<file path="config.mk">
export PLATFORM = sky130hd
export DESIGN_NAME = grover_sequencer
export DESIGN_NICKNAME = d
export VERILOG_FILES = /design/src/rtl/grover_sequencer.sv
export SDC_FILE = /design/constraint.sdc
export NUM_CORES = 1
export LEC_CHECK = 0
export CAP_MARGIN = 20
export CORE_MARGIN = 2
export CORE_UTILIZATION = 54
export DETAILED_ROUTE_END_ITERATION = 16
export GPL_TIMING_DRIVEN = 1
export PLACE_DENSITY_LB_ADDON = 0.12
export SYNTH_ARGS = -nofsm -noshare
export SYNTH_HDL_FRONTEND = slang
export SYNTH_SLANG_ARGS = --single-unit
export TNS_END_PERCENT = 50
</file>
<file path="constraint.sdc">
create_clock -name clk -period 5 [get_ports clk]
set_input_delay 0.75 -clock clk [delete_from_list [all_inputs] [get_ports clk]]
set_output_delay 0.75 -clock clk [all_outputs]
set_load 0.02 [all_outputs]
</file>
<file path="src/rtl/grover_sequencer.sv">
// Grover job sequencer: issues datapath commands one at a time, runs the
// configured number of oracle/diffuse iterations, and retries measurement on a table miss.
module grover_sequencer #(
  parameter  int NUM_QUBIT = 5,
  parameter  int BW_ITER   = 8,
  parameter  int MAX_TRIAL = 4,
  localparam int TW        = $clog2(MAX_TRIAL + 1)
) (
  input  logic                 clk,
  input  logic                 rstnn,
  input  logic                 start,
  input  logic                 abort,
  input  logic [BW_ITER-1:0]   cfg_iter,
  output logic                 cmd_valid,
  output logic [2:0]           cmd_op,
  input  logic                 cmd_ready,
  input  logic                 meas_valid,
  input  logic [NUM_QUBIT-1:0] meas_value,
  output logic [NUM_QUBIT-1:0] tbl_idx,
  input  logic                 tbl_hit,
  output logic                 busy,
  output logic                 done,
  output logic                 success,
  output logic                 no_solution,
  output logic [NUM_QUBIT-1:0] result,
  output logic [TW-1:0]        trial_cnt
);

  typedef enum logic [2:0] {
    S_IDLE, S_INIT, S_ORACLE, S_DMAC, S_DSUB, S_MEAS, S_WAIT, S_CHECK
  } state_e;

  localparam logic [2:0] OP_INIT = 3'd0, OP_ORACLE = 3'd1, OP_DMAC = 3'd2,
                         OP_DSUB = 3'd3, OP_MEAS   = 3'd4;

  state_e                 state_q;
  logic [BW_ITER-1:0]     iter_tgt_q, iter_cnt_q, iter_inc_d;
  logic                   done_q, success_q, no_sol_q;
  logic [NUM_QUBIT-1:0]   result_q;
  logic [TW-1:0]          trial_q;

  // Compare on the incremented count so a full-scale target never wraps.
  assign iter_inc_d = iter_cnt_q + BW_ITER'(1);

  always_comb begin
    cmd_valid = 1'b0;
    cmd_op    = OP_INIT;
    case (state_q)
      S_INIT:   begin cmd_valid = 1'b1; cmd_op = OP_INIT;   end
      S_ORACLE: begin cmd_valid = 1'b1; cmd_op = OP_ORACLE; end
      S_DMAC:   begin cmd_valid = 1'b1; cmd_op = OP_DMAC;   end
      S_DSUB:   begin cmd_valid = 1'b1; cmd_op = OP_DSUB;   end
      S_MEAS:   begin cmd_valid = 1'b1; cmd_op = OP_MEAS;   end
      default:  ;
    endcase
  end

  always_ff @(posedge clk or negedge rstnn) begin
    if (!rstnn) begin
      state_q    <= S_IDLE;
      iter_tgt_q <= '0;
      iter_cnt_q <= '0;
      done_q     <= 1'b0;
      success_q  <= 1'b0;
      no_sol_q   <= 1'b0;
      result_q   <= '0;
      trial_q    <= '0;
    end else begin
      done_q <= 1'b0;
      if (abort && state_q != S_IDLE) begin
        // Abort drops the job silently; result and trial count are left for inspection.
        state_q   <= S_IDLE;
        success_q <= 1'b0;
        no_sol_q  <= 1'b0;
      end else begin
        case (state_q)
          S_IDLE: if (start && !abort) begin
            state_q    <= S_INIT;
            iter_tgt_q <= (cfg_iter == '0) ? BW_ITER'(1) : cfg_iter;
            iter_cnt_q <= '0;
            trial_q    <= TW'(1);
            success_q  <= 1'b0;
            no_sol_q   <= 1'b0;
            result_q   <= '0;
          end
          S_INIT: if (cmd_ready) begin
            state_q    <= S_ORACLE;
            iter_cnt_q <= '0;
          end
          S_ORACLE: if (cmd_ready) state_q <= S_DMAC;
          S_DMAC:   if (cmd_ready) state_q <= S_DSUB;
          S_DSUB: if (cmd_ready) begin
            iter_cnt_q <= iter_inc_d;
            state_q    <= (iter_inc_d == iter_tgt_q) ? S_MEAS : S_ORACLE;
          end
          S_MEAS: if (cmd_ready) state_q <= S_WAIT;
          S_WAIT: if (meas_valid) begin
            result_q <= meas_value;
            state_q  <= S_CHECK;
          end
          S_CHECK: begin
            if (tbl_hit) begin
              success_q <= 1'b1;
              done_q    <= 1'b1;
              state_q   <= S_IDLE;
            end else if (trial_q == TW'(MAX_TRIAL)) begin
              no_sol_q <= 1'b1;
              done_q   <= 1'b1;
              state_q  <= S_IDLE;
            end else begin
              trial_q <= trial_q + TW'(1);
              state_q <= S_INIT;
            end
          end
          default: state_q <= S_IDLE;
        endcase
      end
    end
  end

  assign busy        = (state_q != S_IDLE);
  assign done        = done_q;
  assign success     = success_q;
  assign no_solution = no_sol_q;
  assign result      = result_q;
  assign tbl_idx     = result_q;
  assign trial_cnt   = trial_q;

endmodule

</file>
==> tab_implementation.tex <==
\begin{tabular}{lr}
\hline
Metric & Value \\
\hline
\multicolumn{2}{l}{\textbf{Logic synthesis}} \\
\quad Post-synthesis instance total & 202 \\
\quad Number of unique standard cell types used by synthesis & 52 \\
\quad Number of enable flip-flop cells after synthesis & 0 \\
\quad Total standard cell area after synthesis & 0.00184 mm2 \\
\quad Ys Warns & 0 \\
\quad Flip-flop and latch count after synthesis & 30 \\
\quad Net count after synthesis & 225 \\
\quad Sequential-to-total area share from yosys stat & 40.7\% \\
\quad Mean area per synthesized cell & 9.13 um2 \\
\quad Predominant post-synthesis flop cell & sky130\_fd\_sc\_hd\_\_dfrtp\_1 \\
\quad Async set or reset register ratio after synthesis & 100\% \\
\multicolumn{2}{l}{\textbf{Placement}} \\
\quad Port buffer count & 40 \\
\quad Instance count after placement with tap cells included & 273 \\
\quad Post-DP Area & 0.00222 mm2 \\
\quad Routability cong. & 0.839 \\
\quad HPWL after DPL & 3000 um \\
\multicolumn{2}{l}{\textbf{Worst setup path}} \\
\quad Cell type with the highest occurrence count on the critical path & sky130\_fd\_sc\_hd\_\_nand2\_1 \\
\quad Cell class contributing the biggest share of worst-path delay & simple AND/OR/NAND/NOR gates \\
\quad Combined buffer and inverter count along the critical path & 1 \\
\quad CP endpoint kind & primary output \\
\quad Worst EP required & 4250 ps \\
\quad CP Cell Sequence & nor2\_1 -> nand2\_1 -> nand2\_1 -> clkdlybuf4s50\_1 \\
\quad Largest fanout of any net on the critical path & 19 \\
\quad CP max stage cell & sky130\_fd\_sc\_hd\_\_clkdlybuf4s50\_1 \\
\quad Delay of the slowest cell on the worst path & 610 ps \\
\quad Critical path launch point type & flip-flop \\
\quad Data arrival time of the worst path & 2320 ps \\
\quad Start-to-end type of the worst setup path & reg2out \\
\multicolumn{2}{l}{\textbf{CTS}} \\
\quad Clock-pin slew on the worst setup and hold paths & 90 ps \\
\quad Deepest level of the CTS H-tree & 2 \\
\quad Count of clock tree sinks & 30 \\
\quad Post-CTS setup repair buffer count & 0 \\
\quad Cells resized by post-CTS repair & 0 \\
\quad Number of buffers added by the clock tree synthesis step & 5 \\
\quad Maximum count of clock buffers along a single path & 2 \\
\quad CTS tree & yes \\
\quad CTS root buffer & sky130\_fd\_sc\_hd\_\_clkbuf\_4 \\
\quad Hold Buf Count CTS & 0 \\
\quad Insertion delay to the later sink of the worst-skew pair & 340 ps \\
\multicolumn{2}{l}{\textbf{Drt}} \\
\quad Via count & 1609 \\
\quad Post-route DRC violation count & 0 \\
\quad Ratio of routed vias to standard cells & 5.75 \\
\quad Average wire per standard cell & 14.9 um \\
\quad Total detailed-routing wirelength & 4180 um \\
\quad Detail Route Antenna Nets & 0 \\
\quad Drt initial violations & 93 \\
\quad First-pass detailed-route iteration total & 4 \\
\multicolumn{2}{l}{\textbf{Cells and area}} \\
\quad Most common library cell in the layout ignoring fill and taps & sky130\_fd\_sc\_hd\_\_clkdlybuf4s50\_1 \\
\quad Finished Cell Area & 0.00226 mm2 \\
\quad Antenna diodes & 0 \\
\quad Non-Filler Instances & 280 \\
\quad Most frequent cells in the layout & 40 x sky130\_fd\_sc\_hd\_\_clkdlybuf4s50\_1, 30 x sky130\_fd\_sc\_hd\_\_dfrtp\_1, 18 x sky130\_fd\_sc\_hd\_\_nor2\_1 \\
\quad Nets & 257 \\
\quad Area added between synthesis and finish & 22.6\% \\
\quad Fillers & 292 \\
\quad Share of cells above drive strength 1 & 4.70\% \\
\multicolumn{2}{l}{\textbf{Power and ir drop}} \\
\quad Leakage & 0.917 nW \\
\quad Post-layout total power & 0.000639 W \\
\quad Worst supply voltage drop on vdd & 0.193 mV \\
\quad Power per Cell Area & 283 mW/mm2 \\
\multicolumn{2}{l}{\textbf{Die}} \\
\quad Std-Cell Core Area & 0.00331 mm2 \\
\quad Die width & 62.4 um \\
\quad Effective utilization at floorplan & 55.7\% \\
\quad Row count & 21 \\
\quad Floorplan die area & 0.00390 mm2 \\
\quad Top-level I/O count & 41 \\
\quad Height of the chip & 62.4 um \\
\multicolumn{2}{l}{\textbf{STA}} \\
\quad Sum Neg Setup Slack & 0 ps \\
\quad Time the final worst path needs with I/O delays and setup & 3070 ps \\
\quad Pins over their slew limit & 0 \\
\quad Clock tree skew after final layout & 8.71 ps \\
\quad Normalized max-slew margin & 55.4\% \\
\quad Total setup violations reported at the end of the flow & 0 \\
\quad Highest attainable clock frequency & 325 MHz \\
\quad Setup repair after global routing missed its margin & false \\
\quad Number of hold violations in the final report & 0 \\
\quad Slew at the pin closest to its max-slew limit & 669 ps \\
\quad Worst hold slack after final layout & 517 ps \\
\quad Final clock period utilization by the worst path & 61.5\% \\
\multicolumn{2}{l}{\textbf{Global route}} \\
\quad Met1 demand-to-capacity share in global routing & 29.0\% \\
\quad Antenna violations before repair & 0 \\
\quad Overall routing resource usage & 23.3\% \\
\quad Met2 routing resource usage after global routing & 38.6\% \\
\quad First-pass GRT wire length & 7160 um \\
\quad Number of global-route vias before repair & 1591 \\
\quad Largest net degree at the start of global routing & 31 \\
\quad Top Usage Layer GRT & met2 \\
\quad Total grt overflow & 0 \\
\quad Met3 usage in global routing & 5.77\% \\
\multicolumn{2}{l}{\textbf{Status}} \\
\quad Run status & finished, final reports clean \\
\multicolumn{2}{l}{\textbf{Hold path}} \\
\quad Classification of the worst-slack hold path & reg2reg \\
\multicolumn{2}{l}{\textbf{Run}} \\
\quad Count of max-cap constraint violations & 0 \\
\hline
\end{tabular}
[report_power, final]
group          internal (W)  total, W  switching [W]
Combinational     0.0000963  0.000190      0.0000936
Sequential         0.000272  0.000315      0.0000428
Clock             0.0000529  0.000134      0.0000809
Total              0.000421  0.000639       0.000217
[routing by layer]
metal  wire (um)  vias up
li1            -      782
met5           0        -
met1        1880      766
met3         202        9
met2        2010       52
met4          89        0
[cells by family (layout without fill, tap and decap cells)]
logic type / Yosys count / count (layout) / share of synthesized area, %
AOI/OAI and AO/OA: 49 / 49 / 17.4
xor gates and xnor gates: 11 / 11 / 5.22
adders and majority gates: 3 / 3 / 2.04
buffers and inverters: 25 / 57 / 6.92
DFF: 30 / 30 / 40.7
muxes: 10 / 10 / 5.90
and+or+nand+nor: 74 / 74 / 21.8
[Yosys cell counts (2+ instances only)]
cell	instances	area share, %
sky130_fd_sc_hd__dfrtp_1	30	41
sky130_fd_sc_hd__nor2_1	18	3.7
sky130_fd_sc_hd__nand2_1	16	3.3
sky130_fd_sc_hd__a21oi_1	9	2.4
sky130_fd_sc_hd__inv_1	9	1.8
sky130_fd_sc_hd__nand3_1	9	2.4
sky130_fd_sc_hd__o21ai_0	9	2.4
sky130_fd_sc_hd__buf_4	8	3.3
sky130_fd_sc_hd__mux2_1	7	4.3
sky130_fd_sc_hd__o21ai_1	7	1.9
sky130_fd_sc_hd__xnor2_1	7	3.3
sky130_fd_sc_hd__nor3_1	5	1.4
sky130_fd_sc_hd__clkbuf_1	4	0.81
sky130_fd_sc_hd__nand3b_1	4	1.6
sky130_fd_sc_hd__xor2_1	4	1.9
sky130_fd_sc_hd__a21o_1	3	1.2
sky130_fd_sc_hd__and3_1	3	1.0
sky130_fd_sc_hd__and3b_1	3	1.4
sky130_fd_sc_hd__buf_2	3	0.81
sky130_fd_sc_hd__ha_1	3	2.0
sky130_fd_sc_hd__mux2i_1	3	1.6
sky130_fd_sc_hd__nand2b_1	3	1.0
sky130_fd_sc_hd__o41ai_1	3	1.4
sky130_fd_sc_hd__nor3b_1	2	0.81
sky130_fd_sc_hd__o22ai_1	2	0.68
sky130_fd_sc_hd__o2bb2ai_1	2	0.95
[final timing paths]
check	slack (ps)	endpoint	cells after the start	from
setup / recovery	1930	cmd_op[1]	4	state_q[1]
hold / removal	520	iter_tgt_q[1]	1	iter_tgt_q[1]
setup reg to reg	2910	iter_tgt_q[4]	4	state_q[2]
hold reg to reg	520	iter_tgt_q[1]	1	iter_tgt_q[1]
max in group asynchronous	3920	iter_cnt_q[2]	2	rstnn
min in group asynchronous	800	result[4]	2	rstnn
[state kept, by name, indices dropped and copies added, names as in the netlist]
| signal | cells |
|---|---|
| success | 1 |
| iter_tgt_q | 8 |
| no_solution | 1 |
| done | 1 |
| trial_cnt | 3 |
| iter_cnt_q | 8 |
| result | 5 |
| state_q | 3 |
[stage by stage]
step / util (%) / setup WS, ps
5_1_grt: 68.3 / 1770
6_report: 68.3 / 1930
3_5_place_dp: 66.9 / 2320
2_1_floorplan: - / 3100
4_1_cts: 68.3 / 1930
3_3_place_gp: 66.9 / 2420
[cell type report]
type | instances | area [um2] | share of cell area [%]
Inverter | 9 | 33.8 | 1.49
Tap cell | 46 | 57.6 | 2.55
Multi-Input combinational cell | 147 | 966 | 42.7
Sequential cell | 30 | 751 | 33.2
Clock buffer | 7 | 45.0 | 1.99
Timing Repair Buffer | 41 | 408 | 18.0
[worst register-to-register path, delay by kind of cell (launching register included)]
| kind | cells | cell delay [ps] |
|---|---|---|
| simple gates | 3 | 950 |
| flops | 1 | 640 |
| mux | 1 | 380 |
Power figures use the tool's default switching activity.
